### src/rtl/stopwatch_ctrl_if.sv
// Control inputs and display-facing outputs of the stopwatch sequencer.
interface stopwatch_ctrl_if;
   logic       btn_pause;
   logic       btn_clear;
   logic       sw_adj;
   logic       sw_sel;
   logic [5:0] min;
   logic [5:0] sec;
   logic       running;
   logic       blank_min;
   logic       blank_sec;

   modport master (
      output btn_pause, btn_clear, sw_adj, sw_sel,
      input  min, sec, running, blank_min, blank_sec
   );

   modport slave (
      input  btn_pause, btn_clear, sw_adj, sw_sel,
      output min, sec, running, blank_min, blank_sec
   );
endinterface

### src/rtl/stopwatch_ctrl.sv
// Stopwatch sequencer: button debounce, 1 Hz / adjust prescalers, RUN/PAUSED/ADJUST FSM, min/sec registers.
module stopwatch_ctrl #(
   parameter int unsigned ONE_HZ_DIV = 100_000_000,
   parameter int unsigned ADJ_DIV    = 50_000_000,
   parameter int unsigned DEB_CYC    = 1_000_000
) (
   input  logic             fast_clk,
   input  logic             rst_n,
   stopwatch_ctrl_if.slave  bus
);

   localparam int unsigned CNT1_W = (ONE_HZ_DIV > 1) ? $clog2(ONE_HZ_DIV) : 1;
   localparam int unsigned CNTA_W = (ADJ_DIV > 1) ? $clog2(ADJ_DIV) : 1;
   localparam int unsigned DEB_W  = (DEB_CYC > 1) ? $clog2(DEB_CYC) : 1;

   typedef enum logic [1:0] {ST_PAUSED, ST_RUN, ST_ADJUST} state_e;

   // Index 0 = pause button, index 1 = clear button.
   logic [1:0]       btn_raw;
   logic [1:0]       s1_q, s1_d, s2_q, s2_d, deb_q, deb_d, pulse_q, pulse_d;
   logic [DEB_W-1:0] dcnt_q [2];
   logic [DEB_W-1:0] dcnt_d [2];

   state_e            state_q, state_d;
   logic [CNT1_W-1:0] cnt1_q, cnt1_d;
   logic [CNTA_W-1:0] cnta_q, cnta_d;
   logic [5:0]        min_q, min_d, sec_q, sec_d;
   logic              blink_q, blink_d;
   logic              running_q, running_d;
   logic              blank_min_q, blank_min_d, blank_sec_q, blank_sec_d;
   logic              pause_p, clear_p, tick1, ticka, inc_run, inc_adj;

   function automatic logic [5:0] inc60(input logic [5:0] v);
      return (v == 6'd59) ? 6'd0 : v + 6'd1;
   endfunction

   assign btn_raw = {bus.btn_clear, bus.btn_pause};
   assign pause_p = pulse_q[0];
   assign clear_p = pulse_q[1];

   // Synchronize, debounce and edge-detect both buttons.
   always_comb begin
      s1_d    = btn_raw;
      s2_d    = s1_q;
      deb_d   = deb_q;
      pulse_d = '0;
      for (int i = 0; i < 2; i++) begin
         dcnt_d[i] = '0;
         if (s2_q[i] != deb_q[i]) begin
            if (dcnt_q[i] == DEB_W'(DEB_CYC - 1)) begin
               deb_d[i]   = s2_q[i];
               pulse_d[i] = s2_q[i];
            end else begin
               dcnt_d[i] = dcnt_q[i] + DEB_W'(1);
            end
         end
      end
   end

   // Button front-end registers.
   always_ff @(posedge fast_clk or negedge rst_n) begin
      if (!rst_n) begin
         s1_q    <= '0;
         s2_q    <= '0;
         deb_q   <= '0;
         pulse_q <= '0;
         dcnt_q  <= '{default: '0};
      end else begin
         s1_q    <= s1_d;
         s2_q    <= s2_d;
         deb_q   <= deb_d;
         pulse_q <= pulse_d;
         dcnt_q  <= dcnt_d;
      end
   end

   // Next-state, prescalers, time arithmetic and display flags.
   always_comb begin
      state_d = state_q;
      min_d   = min_q;
      sec_d   = sec_q;
      blink_d = blink_q;
      inc_run = 1'b0;
      inc_adj = 1'b0;
      tick1   = (state_q == ST_RUN) && (cnt1_q == CNT1_W'(ONE_HZ_DIV - 1));
      ticka   = (state_q == ST_ADJUST) && (cnta_q == CNTA_W'(ADJ_DIV - 1));

      case (state_q)
         ST_PAUSED: begin
            if (bus.sw_adj)   state_d = ST_ADJUST;
            else if (pause_p) state_d = ST_RUN;
         end
         ST_RUN: begin
            if (bus.sw_adj)   state_d = ST_ADJUST;
            else if (pause_p) state_d = ST_PAUSED;
            else if (tick1)   inc_run = 1'b1;
         end
         ST_ADJUST: begin
            if (!bus.sw_adj) begin
               state_d = ST_PAUSED;
            end else if (ticka) begin
               inc_adj = 1'b1;
               blink_d = ~blink_q;
            end
         end
         default: state_d = ST_PAUSED;
      endcase

      if (inc_run) begin
         sec_d = inc60(sec_q);
         if (sec_q == 6'd59) min_d = inc60(min_q);
      end
      if (inc_adj) begin
         if (bus.sw_sel) sec_d = inc60(sec_q);
         else            min_d = inc60(min_q);
      end
      // Clear overrides any increment this cycle.
      if (clear_p) begin
         min_d = '0;
         sec_d = '0;
      end
      if (state_d != ST_ADJUST) blink_d = 1'b0;

      cnt1_d = '0;
      if ((state_q == ST_RUN) && (state_d == ST_RUN) && !clear_p)
         cnt1_d = tick1 ? '0 : cnt1_q + CNT1_W'(1);
      cnta_d = '0;
      if ((state_q == ST_ADJUST) && (state_d == ST_ADJUST))
         cnta_d = ticka ? '0 : cnta_q + CNTA_W'(1);

      running_d   = (state_d == ST_RUN);
      blank_min_d = (state_d == ST_ADJUST) && blink_d && !bus.sw_sel;
      blank_sec_d = (state_d == ST_ADJUST) && blink_d && bus.sw_sel;
   end

   // Core state registers.
   always_ff @(posedge fast_clk or negedge rst_n) begin
      if (!rst_n) begin
         state_q     <= ST_PAUSED;
         cnt1_q      <= '0;
         cnta_q      <= '0;
         min_q       <= '0;
         sec_q       <= '0;
         blink_q     <= 1'b0;
         running_q   <= 1'b0;
         blank_min_q <= 1'b0;
         blank_sec_q <= 1'b0;
      end else begin
         state_q     <= state_d;
         cnt1_q      <= cnt1_d;
         cnta_q      <= cnta_d;
         min_q       <= min_d;
         sec_q       <= sec_d;
         blink_q     <= blink_d;
         running_q   <= running_d;
         blank_min_q <= blank_min_d;
         blank_sec_q <= blank_sec_d;
      end
   end

   assign bus.min       = min_q;
   assign bus.sec       = sec_q;
   assign bus.running   = running_q;
   assign bus.blank_min = blank_min_q;
   assign bus.blank_sec = blank_sec_q;

endmodule
### src/flat_wrapper.sv
// flat-port wrapper written by rule: the top's interface ports become plain ports
module stopwatch_ctrl_flat 
#(
   parameter int unsigned ONE_HZ_DIV = 100_000_000,
   parameter int unsigned ADJ_DIV    = 50_000_000,
   parameter int unsigned DEB_CYC    = 1_000_000
)
  (fast_clk, rst_n, bus_btn_pause, bus_btn_clear, bus_sw_adj, bus_sw_sel, bus_min, bus_sec, bus_running, bus_blank_min, bus_blank_sec);
  stopwatch_ctrl_if bus_i ();
  input  logic fast_clk;
  input  logic rst_n;
  input wire logic [$bits(bus_i.btn_pause)-1:0] bus_btn_pause;
  input wire logic [$bits(bus_i.btn_clear)-1:0] bus_btn_clear;
  input wire logic [$bits(bus_i.sw_adj)-1:0] bus_sw_adj;
  input wire logic [$bits(bus_i.sw_sel)-1:0] bus_sw_sel;
  output wire logic [$bits(bus_i.min)-1:0] bus_min;
  output wire logic [$bits(bus_i.sec)-1:0] bus_sec;
  output wire logic [$bits(bus_i.running)-1:0] bus_running;
  output wire logic [$bits(bus_i.blank_min)-1:0] bus_blank_min;
  output wire logic [$bits(bus_i.blank_sec)-1:0] bus_blank_sec;
  assign bus_i.btn_pause = bus_btn_pause;
  assign bus_i.btn_clear = bus_btn_clear;
  assign bus_i.sw_adj = bus_sw_adj;
  assign bus_i.sw_sel = bus_sw_sel;
  assign bus_min = bus_i.min;
  assign bus_sec = bus_i.sec;
  assign bus_running = bus_i.running;
  assign bus_blank_min = bus_i.blank_min;
  assign bus_blank_sec = bus_i.blank_sec;
  stopwatch_ctrl #(.ONE_HZ_DIV(ONE_HZ_DIV), .ADJ_DIV(ADJ_DIV), .DEB_CYC(DEB_CYC)) u_core (.fast_clk(fast_clk), .rst_n(rst_n), .bus(bus_i));
endmodule
### config.mk
export PLATFORM = sky130hd
export DESIGN_NAME = stopwatch_ctrl_flat
export DESIGN_NICKNAME = d
export VERILOG_FILES = /design/src/rtl/stopwatch_ctrl_if.sv /design/src/rtl/stopwatch_ctrl.sv /design/src/flat_wrapper.sv
export SDC_FILE = /design/constraint.sdc
export NUM_CORES = 1
export LEC_CHECK = 0
export CORE_ASPECT_RATIO = 0.6
export CORE_MARGIN = 4
export CORE_UTILIZATION = 68
export DETAILED_ROUTE_END_ITERATION = 10
export DONT_BUFFER_PORTS = 1
export GPL_TIMING_DRIVEN = 0
export PLACE_DENSITY = 0.85
export SETUP_SLACK_MARGIN = 0.02
export SLEW_MARGIN = 20
export SYNTH_ARGS = -nofsm -noshare
export SYNTH_HDL_FRONTEND = slang
export SYNTH_SLANG_ARGS = --single-unit
### constraint.sdc
create_clock -name fast_clk -period 4.8 [get_ports fast_clk]
set_input_delay 0.72 -clock fast_clk [delete_from_list [all_inputs] [get_ports fast_clk]]
set_output_delay 0.72 -clock fast_clk [all_outputs]
set_load 0.005 [all_outputs]
==> flow_summary.ini, run 1 <==
[status]
status = finished, final reports clean

[global_route]
grt-ovfl-total = 0
grt_pass1_wl_um = 22700
grt_pass1_vias = 4599
gr-usage-all-layers = 0.284
grt_max_degree = 114
antenna_found_initial = 0

[final_layout]
multiInputGateArea_um2 = 2750
final_cell_mix = 119 x dfrtp_1, 106 x nor2_1, 45 x xor2_1
fillers = 473
layout.nets = 631
register_area_um2 = 2980
drive_gt1_frac = 0.0764
area_delta_synth_final_pct = 13.7
final_common_cell = dfrtp_1
antennaDiodeCount = 0

[die]
ioPinCount = 21
start_util = 0.722
core_area_um2 = 8130
die_h_um = 80.0
die_w_um = 128
die-area_um2 = 10200
row_count = 25

[worst_setup_path]
cp-start-kind = flop
worstSetupPathType = flop to flop
crit_path_max_fanout = 10
crit_start = u_core.cnt1_q[18]
arrival_ns = 2.71
end_kind = flop
ff2ff_setup_slack_ns = 2.36
cp.required_ns = 5.07
rr_startpoint = u_core.cnt1_q[18]

[yosys]
synth_seq_cells = 119
async_flop_share = 1.00
yosysSeqAreaShare = 0.507
syn_inst = 594
syn_area_per_cell_um2 = 9.88
syn-num-nets = 606
yosys_warnings = 0
ys.flop_type = dfrtp_1
synth_edf_count = 0
synth.distinct_cells = 48
syn_area_um2 = 5870

[placed_design]
dp_hpwl_um = 8480
place_congestion = 0.889
port_buffers = 0
place_ws_ns = 2.43

[sta]
finalCritPeriodShare = 0.508
worst_pin_slew_ns = 0.982
period_needed_ns = 2.44
rsz0062_at_grt = false
fmax_ghz = 0.410
relSlewSlack = 0.340
fin_skew_ns = 0.00729
final_hold_viol_count = 0
finalWorstSetupSlack_ns = 2.36
setup_viol = 0
slew_violations = 0
fin_hold_ws_ns = 0.133
fin_tns_setup_ns = 0

[pwr]
pwr-share-clk = 0.542
vdd.ir_drop.worst_v = 0.000374
p_seq_frac = 0.436
p_switching_w = 0.000480
p_per_area_nw_per_um2 = 350
cellLeakagePower_nw = 2.82
p_int_w = 0.00185
power_w = 0.00233
switching_share = 0.206
power_frac_comb = 0.021

[min_path]
hold_path.class = input port to asynchronous set/reset pin

[drt]
drt-wirelength-per-cell_um = 18.8
totalWireLength_um = 13800
vias_per_cell = 6.42
dr.pass1.iters = 5
first_iter_violations = 374
route.vias.total = 4725
drt.antenna.violating_nets = 0
drc = 0

[cts]
clock-sinks = 119
cts_buffers = 17
cts_resized = 0
postCtsHoldBufs = 1
insertion_delay_ns = 0.41
htree_levels = 4
clock_path_buffers = 2
clk_pin_slew_ns = 0.05
cts_tree = yes
post-cts-setup-buffers = 0
cts_root_buffer = clkbuf_16

[job]
drv_cap = 0
-- metal layers --
metal | part of all wire | global-route usage | vias up
li1 | - | - | 2144
met5 | 0 | 0 | -
met2 | 0.45 | 0.432 | 244
met4 | 0.020 | 0.0869 | 0
met1 | 0.44 | 0.389 | 2298
met3 | 0.089 | 0.0963 | 39
-- worst max-delay path: stages (launching register included) --
cell      delay [ns]
dfrtp_1         0.47
nor4bb_1        0.42
nand4_1         0.23
o21ai_1         0.61
clkbuf_1        0.45
nor2_1          0.12
-- registers in the layout, summed over array words and instances, names as in the netlist --
signal and flops:
u_core.pulse_q 2, u_core.bus.running 1, u_core.bus.blank_min 1, u_core.bus.sec 6
u_core.cnt1_q 27, u_core.s2_q 2, u_core.s1_q 2, u_core.bus.blank_sec 1
u_core.deb_q 2, u_core.blink_q 1, u_core.bus.min 6, u_core.state_q 2
u_core.cnta_q 26, u_core.dcnt_q 40
-- worst paths after layout --
kind | depth (start not counted) | endpoint
worst max-delay path | 5 | u_core.cnt1_q[19]
worst min-delay path | 1 | u_core.cnt1_q[8]
worst max register to register | 5 | u_core.cnt1_q[19]
worst min register to register | 0 | u_core.s2_q[1]
max in group asynchronous | 1 | u_core.dcnt_q[9]
min in group fast_clk | 0 | u_core.s1_q[1]
-- power groups by stage --
stage	Sequential [W]	Clock [W]	Combinational, W
detailed placement	0.00104	0	0.0000230
global route	0.00102	0.00132	0.0000574
finish	0.00102	0.00127	0.0000494
floorplan	0.00103	0	0.0000176
global placement	0.00104	0	0.0000224
CTS	0.00102	0.00127	0.0000251
-- per-stage QoR --
step                      cell area [um^2]  utilization  instances
after floorplan                       5870            -        594
after global placement                6000        0.738        702
after detailed placement              6000        0.738        702
after CTS                             6600        0.811        731
after global routing                  6670        0.820        736
final                                 6670        0.820        736
-- cell families after synthesis --
| kind of cell | count (synthesis) | synth area share |
|---|---|---|
| multiplexers | 4 | 0.00725 |
| flip-flops | 119 | 0.507 |
| buffers and inverters | 32 | 0.0235 |
| AND/OR/NAND/NOR | 309 | 0.281 |
| adder cells (fa/ha/maj) | 6 | 0.0128 |
| XOR/XNOR | 83 | 0.124 |
| AO/OA/AOI/OAI | 41 | 0.0446 |
-- cells in the mapped netlist (6+ instances only) --
cell | instances | area [um^2]
a21oi_1 | 13 | 65.1
nand4_1 | 30 | 188
nand3_1 | 38 | 190
or3_1 | 7 | 43.8
nor4_1 | 10 | 62.6
xor2_1 | 45 | 394
and4b_1 | 6 | 60.1
o21ai_0 | 13 | 65.1
nor2_1 | 106 | 398
xnor2_1 | 38 | 333
and3_1 | 23 | 144
nand2_1 | 30 | 113
ha_1 | 6 | 75.1
dfrtp_1 | 119 | 2980
and4_1 | 10 | 87.6
clkbuf_1 | 8 | 30.0
nor3_1 | 19 | 95.1
inv_1 | 18 | 67.6
-- final cells by class --
class,count,area share
repair buffers,6,0.0131
flip-flops and latches,119,0.446
well taps,108,0.0203
clock inverters,9,0.0193
inverters,18,0.0101
plain buffers,14,0.0105
clock buffers,19,0.0679
multi-input cells,443,0.413
(Power assumes the default switching activity.)
==> run 2: changes to the inputs <==
--- a/config.mk
+++ b/config.mk
@@ -7,11 +7,11 @@
 export LEC_CHECK = 0
 export CORE_ASPECT_RATIO = 0.6
 export CORE_MARGIN = 4
-export CORE_UTILIZATION = 68
+export CORE_UTILIZATION = 57
 export DETAILED_ROUTE_END_ITERATION = 10
 export DONT_BUFFER_PORTS = 1
 export GPL_TIMING_DRIVEN = 0
-export PLACE_DENSITY = 0.85
+export PLACE_DENSITY = 0.76
 export SETUP_SLACK_MARGIN = 0.02
 export SLEW_MARGIN = 20
 export SYNTH_ARGS = -nofsm -noshare
==> constraint.sdc (replaced) <==
create_clock -name fast_clk -period 2.2 [get_ports fast_clk]
set_input_delay 0.33 -clock fast_clk [delete_from_list [all_inputs] [get_ports fast_clk]]
set_output_delay 0.33 -clock fast_clk [all_outputs]
set_load 0.005 [all_outputs]
==> flow_summary.ini, run 2 (synthesized netlist as in run 1, its figures left out) <==
[sta]
fin_hold_ws_ns = -0.382
relSlewSlack = 0.506
worst_pin_slew_ns = 0.734
finalWorstSetupSlack_ns = 0.0568
setup_viol = 0
finalCritPeriodShare = 0.974
fmax_ghz = 0.467
rsz0062_at_grt = true
final_hold_viol_count = 119
slew_violations = 0
fin_skew_ns = 0.00856
period_needed_ns = 2.14

[cts]
htree_levels = 4
insertion_delay_ns = 0.41
cts_root_buffer = clkbuf_16
cts_tree = yes
clock_path_buffers = 2
cts_buffers = 17
clock-sinks = 119
clk_pin_slew_ns = 0.05

[global_route]
grt_max_degree = 120
grt_pass1_vias = 4505
antenna_found_initial = 0
grt_pass1_wl_um = 22200
gr-usage-all-layers = 0.230
grt-ovfl-total = 0

[worst_setup_path]
cp.required_ns = 2.49
crit_chain = or4b_4 -> or4b_4 -> a2111oi_4 -> o21ai_2
worstSetupPathType = flop to flop
arrival_ns = 2.43
cp_num_buf_inv = 0
worst_path_max_delay_cell = or4b_4
end_kind = flop
crit_top_cell = or4b_4
crit_path_max_fanout = 4
cp-start-kind = flop
max_stage_delay_ns = 0.59
cp_top_family = simple AND/OR/NAND/NOR gates

[status]
status = finished with violations
violations = hold timing

[placed_design]
place_ws_ns = -0.157
port_buffers = 0
place_congestion = 0.859
dp_hpwl_um = 8410

[drt]
drc = 0
drt.antenna.violating_nets = 0
dr.pass1.iters = 5
vias_per_cell = 6.01
totalWireLength_um = 13300
drt-wirelength-per-cell_um = 17.1
route.vias.total = 4675
first_iter_violations = 387

[pwr]
switching_share = 0.207
p_switching_w = 0.000996
p_seq_frac = 0.461
pwr-share-clk = 0.526
p_per_area_nw_per_um2 = 698
p_int_w = 0.00382
power_frac_comb = 0.013
cellLeakagePower_nw = 2.92
vdd.ir_drop.worst_v = 0.000638
power_w = 0.00482

[die]
die_h_um = 86.6
row_count = 28
ioPinCount = 21
core_area_um2 = 9950
die_w_um = 139
die-area_um2 = 12000
start_util = 0.590

[final_layout]
regMostFlops = u_core.dcnt_q
final_common_cell = dfrtp_1
reg.largest.list = u_core.dcnt_q (40), u_core.cnt1_q (27), u_core.cnta_q (26)
largest_reg_flops = 40
layout.nets = 643
final_cell_mix = 110 x dfrtp_1, 104 x nor2_1, 45 x xor2_1
drive_gt1_frac = 0.145
fillers = 729
antennaDiodeCount = 0
area_delta_synth_final_pct = 17.6

[min_path]
hold_path.class = input port to asynchronous set/reset pin

[job]
drv_cap = 0
-- run 2: cell count changes in the layout (fill, tap and decap cells not counted), moves of 3 or more --
| cell | change |
|---|---|
| buf_4 | +13 |
| ha_1 | -3 |
| nor4_1 | -3 |
| clkbuf_1 | -3 |
| clkbuf_2 | +3 |
| clkinv_2 | +4 |
| ha_2 | +3 |
| dfrtp_1 | -9 |
| dfrtp_2 | +9 |
-- run 2: per-stage QoR --
step / cells / utilization / instance area [um^2] / hold slack [ns] / TNS (ns)
after CTS: 765 / 0.669 / 6650 / -0.397 / 0
final: 778 / 0.694 / 6900 / -0.382 / 0
after detailed placement: 729 / 0.607 / 6040 / 0.0372 / -2.98
after floorplan: 594 / - / 5870 / 0.0344 / 0
after global placement: 729 / 0.607 / 6040 / 0.0379 / -1.59
after global routing: 778 / 0.694 / 6900 / -0.407 / -0.140
-- run 2: cell type report --
type,instances,area [um^2],area share
Sequential cell,119,2990,0.433
Multi-Input combinational cell,443,2910,0.421
Clock buffer,21,460,0.0667
Tap cell,135,169,0.0245
Timing Repair Buffer,19,155,0.0225
Clock inverter,10,80.1,0.0116
Buffer,13,75.1,0.0109
Inverter,18,67.6,0.00979
-- run 2: power groups by stage --
| stage | Clock, W | Sequential (W) | Combinational [W] |
|---|---|---|---|
| after floorplan | 0 | 0.00226 | 0.0000384 |
| after global placement | 0 | 0.00226 | 0.0000482 |
| after detailed placement | 0 | 0.00226 | 0.0000502 |
| after CTS | 0.00257 | 0.00222 | 0.0000569 |
| after global routing | 0.00269 | 0.00222 | 0.0000706 |
| final | 0.00253 | 0.00222 | 0.0000622 |
-- run 2: path summary, 6_finish.rpt --
| kind | startpoint | to | slack (ns) | cells past startpoint |
|---|---|---|---|---|
| max | u_core.pulse_q[0] | u_core.bus.min[4] | 0.06 | 4 |
| min | rst_n | u_core.dcnt_q[32] | -0.38 | 0 |
| max reg2reg | u_core.pulse_q[0] | u_core.bus.min[4] | 0.06 | 4 |
| min reg2reg | u_core.s1_q[0] | u_core.s2_q[0] | 0.35 | 0 |
| max in group asynchronous | rst_n | u_core.cnta_q[11] | 2.40 | 0 |
| min in group fast_clk | bus_sw_adj | u_core.state_q[1] | 0.10 | 2 |
-- run 2: per-layer routing --
layer	vias up	part of all wire	track usage
met4	0	0.0089	0.0764
li1	2180	-	-
met3	14	0.063	0.0639
met1	2330	0.46	0.324
met2	151	0.47	0.348
met5	-	0	0
-- run 2: timing repair --
action / 4_1_cts / 5_1_grt
endpoints found under the setup margin: 53 / 65
hold endpoints to repair: 123 / 120
hold buffers: 4 / 1
pin swaps: 1 / 12
buffers inserted: 1 / 13
gates resized for setup: 9 / 35
